[src/rtl/mem_ls_unit.sv]
// mem_ls_unit: load/store sequencer between the address mux and a word-wide
// synchronous data memory. Handles word, halfword and byte accesses, with a
// read-modify-write sequence for sub-word stores and sign/zero extension on loads.
// Optional build macro ALIGN_CHECK_EN: misaligned half/word accesses skip the
// memory entirely and complete immediately with addr_err raised alongside done.
module mem_ls_unit #(
  parameter int MEM_LAT = 1
) (
  input  logic        clk,
  input  logic        reset_n,
  input  logic        start,
  input  logic        is_store,
  input  logic [1:0]  size,
  input  logic        sign_ext,
  input  logic [31:0] addr,
  input  logic [31:0] wdata,
  input  logic [31:0] mem_rdata,
  output logic [31:0] mem_addr,
  output logic        mem_wr,
  output logic [31:0] mem_wdata,
  output logic [31:0] rdata,
  output logic        busy,
  output logic        done,
  output logic        addr_err
);

  typedef enum logic [1:0] {S_IDLE, S_RD_WAIT, S_WRITE, S_DONE} state_t;

  state_t      state_q, state_d;
  logic [2:0]  cnt_q, cnt_d;
  logic [31:0] addr_q, addr_d;
  logic [31:0] wdata_q, wdata_d;
  logic [31:0] rbuf_q, rbuf_d;
  logic [31:0] rdata_q, rdata_d;
  logic [1:0]  size_q, size_d;
  logic        store_q, store_d;
  logic        sext_q, sext_d;
  logic        err_q, err_d;
  logic        word_in;
  logic        misaligned;

  // Right-justify the addressed lane and extend it to 32 bits.
  function automatic logic [31:0] load_extend(input logic [31:0] w, input logic [1:0] sz,
                                              input logic [1:0] lane, input logic sx);
    logic [7:0]  b;
    logic [15:0] h;
    logic [31:0] r;
    b = w[{lane, 3'b000} +: 8];
    h = lane[1] ? w[31:16] : w[15:0];
    case (sz)
      2'b10:   r = {{24{sx & b[7]}}, b};
      2'b01:   r = {{16{sx & h[15]}}, h};
      default: r = w;
    endcase
    return r;
  endfunction

  // Replace the addressed lane of the old memory word with the store data.
  function automatic logic [31:0] merge_lane(input logic [31:0] old_w, input logic [31:0] wd,
                                             input logic [1:0] sz, input logic [1:0] lane);
    logic [31:0] r;
    r = old_w;
    case (sz)
      2'b10: r[{lane, 3'b000} +: 8] = wd[7:0];
      2'b01: begin
        if (lane[1]) r[31:16] = wd[15:0];
        else         r[15:0]  = wd[15:0];
      end
      default: r = wd;
    endcase
    return r;
  endfunction

  assign word_in = (size == 2'b00) || (size == 2'b11);

`ifdef ALIGN_CHECK_EN
  assign misaligned = ((size == 2'b01) && addr[0]) || (word_in && (addr[1:0] != 2'b00));
`else
  assign misaligned = 1'b0;
`endif

  // Outputs decode straight from the state register, so reset clears them at once.
  assign busy      = (state_q != S_IDLE);
  assign done      = (state_q == S_DONE);
  assign mem_wr    = (state_q == S_WRITE);
  assign addr_err  = done & err_q;
  assign mem_addr  = {addr_q[31:2], 2'b00};
  assign rdata     = rdata_q;
  assign mem_wdata = mem_wr ? merge_lane(rbuf_q, wdata_q, size_q, addr_q[1:0]) : 32'h0;

  // Next-state logic: request latching, read wait countdown, write and completion.
  always_comb begin
    state_d = state_q;
    cnt_d   = cnt_q;
    addr_d  = addr_q;
    wdata_d = wdata_q;
    rbuf_d  = rbuf_q;
    rdata_d = rdata_q;
    size_d  = size_q;
    store_d = store_q;
    sext_d  = sext_q;
    err_d   = err_q;
    case (state_q)
      S_IDLE: begin
        if (start) begin
          addr_d  = addr;
          wdata_d = wdata;
          size_d  = size;
          store_d = is_store;
          sext_d  = sign_ext;
          err_d   = misaligned;
          if (misaligned) begin
            state_d = S_DONE;
          end else if (is_store && word_in) begin
            state_d = S_WRITE;
          end else begin
            state_d = S_RD_WAIT;
            cnt_d   = 3'(MEM_LAT);
          end
        end
      end
      S_RD_WAIT: begin
        cnt_d = cnt_q - 3'd1;
        if (cnt_q == 3'd1) begin
          rbuf_d = mem_rdata;
          if (store_q) begin
            state_d = S_WRITE;
          end else begin
            state_d = S_DONE;
            rdata_d = load_extend(mem_rdata, size_q, addr_q[1:0], sext_q);
          end
        end
      end
      S_WRITE: state_d = S_DONE;
      S_DONE:  state_d = S_IDLE;
      default: state_d = S_IDLE;
    endcase
  end

  // State and datapath registers; reset forces every output to its idle value.
  always_ff @(posedge clk or negedge reset_n) begin
    if (!reset_n) begin
      state_q <= S_IDLE;
      cnt_q   <= 3'd0;
      addr_q  <= 32'h0;
      wdata_q <= 32'h0;
      rbuf_q  <= 32'h0;
      rdata_q <= 32'h0;
      size_q  <= 2'b00;
      store_q <= 1'b0;
      sext_q  <= 1'b0;
      err_q   <= 1'b0;
    end else begin
      state_q <= state_d;
      cnt_q   <= cnt_d;
      addr_q  <= addr_d;
      wdata_q <= wdata_d;
      rbuf_q  <= rbuf_d;
      rdata_q <= rdata_d;
      size_q  <= size_d;
      store_q <= store_d;
      sext_q  <= sext_d;
      err_q   <= err_d;
    end
  end

endmodule

[config.mk]
export PLATFORM = sky130hd
export DESIGN_NAME = mem_ls_unit
export DESIGN_NICKNAME = d
export VERILOG_FILES = /design/src/rtl/mem_ls_unit.sv
export SDC_FILE = /design/constraint.sdc
export NUM_CORES = 1
export LEC_CHECK = 0
export ABC_CLOCK_PERIOD_IN_PS = 3450
export CAP_MARGIN = 20
export CORE_UTILIZATION = 49
export CTS_CLUSTER_SIZE = 14
export DETAILED_ROUTE_END_ITERATION = 12
export GPL_ROUTABILITY_DRIVEN = 0
export PLACE_DENSITY = 0.88
export RECOVER_POWER = 100
export SYNTH_ARGS = -nofsm -noshare
export SYNTH_HDL_FRONTEND = slang
export SYNTH_SLANG_ARGS = --single-unit
[constraint.sdc]
create_clock -name clk -period 3.45 [get_ports clk]
set_clock_uncertainty 0.15 [all_clocks]
set_input_delay 0.69 -clock clk [delete_from_list [all_inputs] [get_ports clk]]
set_output_delay 0.69 -clock clk [all_outputs]
set_load 0.05 [all_outputs]
==> out/results.tsv, run 1 <==
stage	metric	value	unit
run_status	status	finished with violations	
run_status	violations	max-capacitance violations, max-slew violations	
placed_design	numPortBuffers	199	
layout	layout.nets	934	
die	coreArea	14600	um2
flow_run	maxCapViolations	1	
power_and_ir_drop	p_sw	5.52	mW
sta	final_max_slew_viol_count	85	
layout	final_cells	1014	
worst_setup_path	crit_type	flip-flop to output port	
sta	tns	0	ps
sta	min_period	3370	ps
global_route	grt_pass1_wl	33100	um
die	start_util	50.5	%
route	routed-via-count	6102	
synthesis	synth_seq_area_share	46.5	%
placed_design	numPlacedInstances	982	
route	drt_iter0_drc	434	
power_and_ir_drop	peakVddDrop	652	uV
route	dr.pass1.iters	5	
die	dieWidth	125	um
synthesis	synth_async_sr_flop_share	100	%
power_and_ir_drop	power.leakage	4.15	nW
power_and_ir_drop	power_density	1200	nW/um2
layout	syn_to_final_growth	33.6	%
global_route	gr-total-overflow	0	
global_route	grtUsageMet3	7.82	%
clock_tree	cts_max_level	4	
global_route	antenna_found_initial	0	
sta	max_clock_freq	297	MHz
route	wl_per_cell	20.7	um
die	fp.dieH	125	um
route	drc	0	
synthesis	syn_area	7370	um2
global_route	grt_pass1_vias	6203	
sta	finalHoldViolCount	0	
layout	n_antenna_cell	0	
sta	slew_headroom	-41.0	%
power_and_ir_drop	p_sw_share	46.5	%
route	finalWirelength	21000	um
global_route	use_met1	33.8	%
clock_tree	hold_buffers	0	
clock_tree	numCtsBuffers	17	
clock_tree	cts.sinks	137	
worst_setup_path	crit_path_cell_trace	inv_1, ha_2, buf_4, or2_4, o21a_2, a22o_1, clkbuf_4	
power_and_ir_drop	pwr-share-clk	18.0	%
synthesis	synth-warning-count	0	
sta	tightestPinTransition	2120	ps
power_and_ir_drop	internal-power	6.35	mW
layout	drive_gt1_share	25.4	%
clock_tree	insertion_delay	420	ps
clock_tree	cts-root-buf	clkbuf_16	
clock_tree	cts_tree	yes	
worst_setup_path	crit_arrival	2530	ps
layout	layout.cells.most_common	dfrtp_1	
worst_setup_path	worstPathMaxFanout	25	
synthesis	syn_avg_cell_area	11.2	um2
worst_setup_path	r2r_slack	360	ps
synthesis	synth_ff_type	dfrtp_1	
route	detail-route-antenna-nets	0	
sta	period_share	97.6	%
global_route	grt_usage	27.6	%
worst_setup_path	startpoint_type	flip-flop	
global_route	met2_usage	45.7	%
worst_setup_path	required	2610	ps
worst_setup_path	cpPeakStageDelay	390	ps
layout	mostFrequentLayoutCells	dfrtp_1, mux2_2, clkdlybuf4s50_1, dlygate4sd3_1, nand2_1	
die	num_rows	44	
hold_path	min_path_type	flip-flop to flip-flop	
global_route	grt_max_degree	85	
sta	setup_viol	0	
global_route	top_usage_layer	met2	
worst_setup_path	cp_slowest_cell	dfrtp_1	
synthesis	synth_seq_cells	137	
die	die_area	15500	um2
power_and_ir_drop	p_seq_share	26.0	%
synthesis	synthCells	660	
power_and_ir_drop	pwr-share-comb	56.1	%
placed_design	dp_hpwl	14800	um
worst_setup_path	worst_setup_path_end_kind	output port	
clock_tree	post-cts-setup-buffer-count	0	
sta	rsz0062_at_grt	no	
layout	fill_cells	1090	
synthesis	synth_edf_count	0	
clock_tree	clkTransAtPathRegs	60	ps
die	io-pin-count	203	
clock_tree	cts.path.max_buffers	2	
synthesis	ys_types	50	
route	drt-vias-per-instance	6.02	
[worst paths after layout]
path,start,to,cells past startpoint
setup / recovery,size_q[0],mem_wdata[1],7
hold reg to reg,rdata[23],rdata[23],2
hold / removal,rdata[23],rdata[23],2
min in group asynchronous,reset_n,wdata_q[4],1
setup reg to reg,state_q[1],rdata[29],6
max in group asynchronous,reset_n,rbuf_q[9],2
[cells in the mapped netlist (5+ instances only)]
| cell type | instances | area [um2] |
|---|---|---|
| a21boi_0 | 9 | 67.6 |
| a21oi_1 | 35 | 175 |
| a221oi_1 | 22 | 193 |
| a22o_1 | 9 | 78.8 |
| a32o_1 | 6 | 60.1 |
| a32oi_1 | 9 | 78.8 |
| buf_2 | 15 | 75.1 |
| buf_4 | 39 | 293 |
| buf_6 | 7 | 78.8 |
| clkbuf_1 | 15 | 56.3 |
| dfrtp_1 | 137 | 3430 |
| ha_1 | 14 | 175 |
| inv_1 | 13 | 48.8 |
| mux2_2 | 117 | 1320 |
| mux2i_1 | 12 | 120 |
| nand2_1 | 53 | 199 |
| nand2b_1 | 18 | 113 |
| nand3_1 | 34 | 170 |
| nor2_1 | 11 | 41.3 |
| nor2b_1 | 6 | 37.5 |
| o21ai_0 | 24 | 120 |
| o221ai_1 | 7 | 61.3 |
| or3_1 | 8 | 50.1 |
| or3b_1 | 5 | 43.8 |
[area by class of cell]
cell class,count,area (um2),share of cell area [%]
clock buffer,18,439,4.46
clock inverter,14,250,2.54
inverter,13,48.8,0.495
multi-input combinational,433,3380,34.3
sequential,137,3430,34.8
tap,184,230,2.34
timing repair buffer,215,2070,21.0
[per-layer routing]
layer | part of all wire, % | vias to the layer above
met4 | 3.4 | 0
li1 | - | 2697
met3 | 8.6 | 59
met1 | 39 | 3012
met2 | 49 | 334
met5 | 0 | -
[registers in the layout, indices dropped and copies added, names as in the netlist]
signal and flops:
addr_q 32, cnt_q 3, rbuf_q 32, rdata 32
sext_q 1, size_q 2, state_q 2, store_q 1
wdata_q 32
[worst max-delay path, delay by kind of cell (launching register included)]
family	cells	cell delay, ps
AO/OA/AOI/OAI	2	580
buffers and inverters	3	510
flip-flops	1	390
adder cells (fa/ha/maj)	1	290
AND/OR/NAND/NOR	1	330
[metrics by stage]
step	hold WS, ps	setup WS [ps]	utilization, %	power [mW]	instance area, um2
finish	335	82.5	67.6	11.9	9860
global route	355	6.49	67.6	12.4	9860
CTS	208	0.787	69.6	12.4	10200
detailed placement	332	428	64.9	10.2	9460
global placement	331	465	64.9	10.1	9460
floorplan	244	50.5	-	8.00	7380
[repair_timing]
item / in CTS / in global routing
endpoints found under the hold margin: 0 / 0
setup endpoints to repair: 14 / 30
gates resized for setup: 3 / 5
pin swaps: 0 / 0
[logic make-up after synthesis]
| family | after synthesis | synth area share, % |
|---|---|---|
| other | 1 | 0.0509 |
| AOI/OAI and AO/OA | 132 | 12.5 |
| and+or+nand+nor | 153 | 11.1 |
| muxes | 130 | 19.7 |
| buffers and inverters | 92 | 7.67 |
| adders and majority gates | 14 | 2.38 |
| DFF | 137 | 46.5 |
| xor gates and xnor gates | 1 | 0.119 |
[power by group through the flow]
| stage | Sequential, mW | Combinational (mW) | Clock (mW) |
|---|---|---|---|
| finish | 3.08 | 6.66 | 2.13 |
| global route | 3.17 | 7.03 | 2.22 |
| CTS | 3.08 | 7.20 | 2.15 |
| detailed placement | 3.09 | 7.14 | 0 |
| global placement | 3.04 | 7.01 | 0 |
| floorplan | 3.46 | 4.54 | 0 |
No activity file was read; power rests on OpenSTA's default activity.
==> inputs of run 2 (changes only) <==
Settings changed: CTS_CLUSTER_SIZE 14 to unset, PLACE_DENSITY 0.88 to 0.89.
==> run 2 against run 1 <==
The flow still finishes with violations (max-capacitance violations, max-slew violations). Utilization about the same. Via count down 2.8%. Worst hold slack worse by 0.52 ps. Flip-flop and latch count unchanged. Power down 1.3%. Clock-buffer cell count grew 4. Maximum frequency grew 1.5%. Register-to-register slack improved by 70 ps. Sequential power barely moved. Highest routed layer unchanged.
==> out/results.tsv, run 2 (synthesized netlist as in run 1, its figures left out) <==
stage	metric	value	unit
route	drt-vias-per-instance	5.85	
clock_tree	post-cts-setup-buffer-count	0	
sta	setup_viol	0	
global_route	grt_max_degree	72	
placed_design	numPlacedInstances	983	
placed_design	numPortBuffers	199	
clock_tree	cts.path.max_buffers	2	
sta	finalHoldViolCount	0	
layout	syn_to_final_growth	33.6	%
global_route	grt_pass1_wl	32500	um
layout	layout.nets	935	
worst_setup_path	cpPeakStageDelay	520	ps
sta	slew_headroom	-27.3	%
power_and_ir_drop	p_seq_share	26.0	%
layout	n_antenna_cell	0	
power_and_ir_drop	peakVddDrop	676	uV
route	drc	0	
global_route	antenna_found_initial	0	
power_and_ir_drop	power.leakage	4.15	nW
die	fp.dieH	125	um
clock_tree	insertion_delay	420	ps
power_and_ir_drop	power_density	1190	nW/um2
layout	fin_util	67.5	%
power_and_ir_drop	p_sw_share	46.4	%
clock_tree	cts-root-buf	clkbuf_16	
worst_setup_path	crit_type	flip-flop to output port	
die	num_rows	44	
route	finalWirelength	20300	um
worst_setup_path	crit_path_cell_trace	buf_4, mux2_2, a221oi_1, a21oi_1, clkdlybuf4s15_2	
sta	period_share	96.1	%
sta	tns	0	ps
die	dieWidth	125	um
power_and_ir_drop	internal-power	6.28	mW
layout	drive_gt1_share	24.7	%
power_and_ir_drop	pwr-share-comb	57.3	%
clock_tree	cts.sinks	137	
global_route	gr-total-overflow	0	
worst_setup_path	startpoint_type	flip-flop	
die	coreArea	14600	um2
flow_run	maxCapViolations	1	
sta	tightestPinTransition	1910	ps
run_status	status	finished with violations	
hold_path	min_path_type	flip-flop to flip-flop	
sta	rsz0062_at_grt	no	
worst_setup_path	worstPathMaxFanout	16	
clock_tree	cts_max_level	4	
run_status	violations	max-capacitance violations, max-slew violations	
power_and_ir_drop	p_sw	5.44	mW
clock_tree	cts_tree	yes	
route	dr.pass1.iters	5	
power_and_ir_drop	pwr-share-clk	16.7	%
worst_setup_path	cp_slowest_cell	dfrtp_1	
sta	min_period	3320	ps
route	wl_per_cell	20.0	um
layout	mostFrequentLayoutCells	dfrtp_1, mux2_2, clkdlybuf4s50_1, dlygate4sd3_1, nand2_1	
die	start_util	50.5	%
sta	max_clock_freq	301	MHz
route	detail-route-antenna-nets	0	
route	drt_iter0_drc	514	
worst_setup_path	worst_setup_path_end_kind	output port	
clock_tree	numCtsBuffers	17	
global_route	grt_usage	26.9	%
layout	layout.cells.most_common	dfrtp_1	
worst_setup_path	required	2610	ps
sta	hold_slack	334	ps
clock_tree	clkTransAtPathRegs	50	ps
route	routed-via-count	5933	
placed_design	dp_hpwl	14500	um
layout	final_cells	1014	
die	die_area	15500	um2
clock_tree	hold_buffers	0	
sta	final_max_slew_viol_count	71	
global_route	grt_pass1_vias	6031	
die	io-pin-count	203	
layout	fill_cells	1063	
worst_setup_path	crit_arrival	2480	ps
[run 2: cell count changes in the layout (fill, tap and decap cells not counted), sizes merged]
cell / before / now
bufinv: 7 / 5
clkbuf: 39 / 36
clkinvlp: 2 / 0
buf: 22 / 33
clkinv: 5 / 4
clkdlybuf4s15: 6 / 2
clkdlybuf4s18: 0 / 1
[run 2: final cells by class]
type	count	area, um2	area share, %
clock buffer	22	464	4.71
clock inverter	9	170	1.73
sequential	137	3430	34.8
inverter	13	48.8	0.495
multi-input combinational	433	3400	34.5
timing repair buffer	216	2110	21.5
tap	184	230	2.34
[run 2: what timing repair did]
action	in CTS	in global routing
gates resized for setup	1	5
pin swaps	0	0
endpoints found under the setup margin	8	23
[run 2: final timing paths]
check | start | end | slack, ps | cells after the start
worst min register to register | rdata[16] | rdata[16] | 330 | 2
min in group asynchronous | reset_n | rdata[29] | 640 | 1
worst max-delay path | addr_q[1] | mem_wdata[16] | 130 | 5
worst max register to register | state_q[1] | rdata[18] | 430 | 6
max in group asynchronous | reset_n | rdata[18] | 1040 | 2
worst min-delay path | rdata[16] | rdata[16] | 330 | 2
[run 2: critical path, delay by kind of cell (launching register included)]
kind	cells	cell delay, ps
flops	1	520
buf+inv	2	660
mux	1	360
compound gates	2	520
[run 2: routing by layer]
metal	GRT usage, %	wire (um)
met2	43.3	9750
met3	7.73	1740
met1	34.1	8200
met4	10.5	613
met5	0	0
[run 2: metrics by stage]
step,setup WS (ps),area [um2],power (mW)
floorplan,50.5,7380,8.00
global placement,492,9410,9.99
detailed placement,397,9410,10.1
CTS,3.47,10100,12.1
global route,10.0,9850,12.3
finish,133,9850,11.7
[run 2: power groups by stage]
stage          clock [mW]  combinational, mW  sequential, mW
5_1_grt              2.05               7.09            3.14
2_1_floorplan           0               4.54            3.46
4_1_cts              1.98               7.11            3.05
3_5_place_dp            0               7.06            3.07
6_report             1.96               6.71            3.05
3_3_place_gp            0               6.96            3.02
==> inputs of run 3 (changes only) <==
Settings changed: CTS_CLUSTER_SIZE set to 14.
==> results of run 3 <==
Final layout, timing and power as in run 2 (identical DEF).
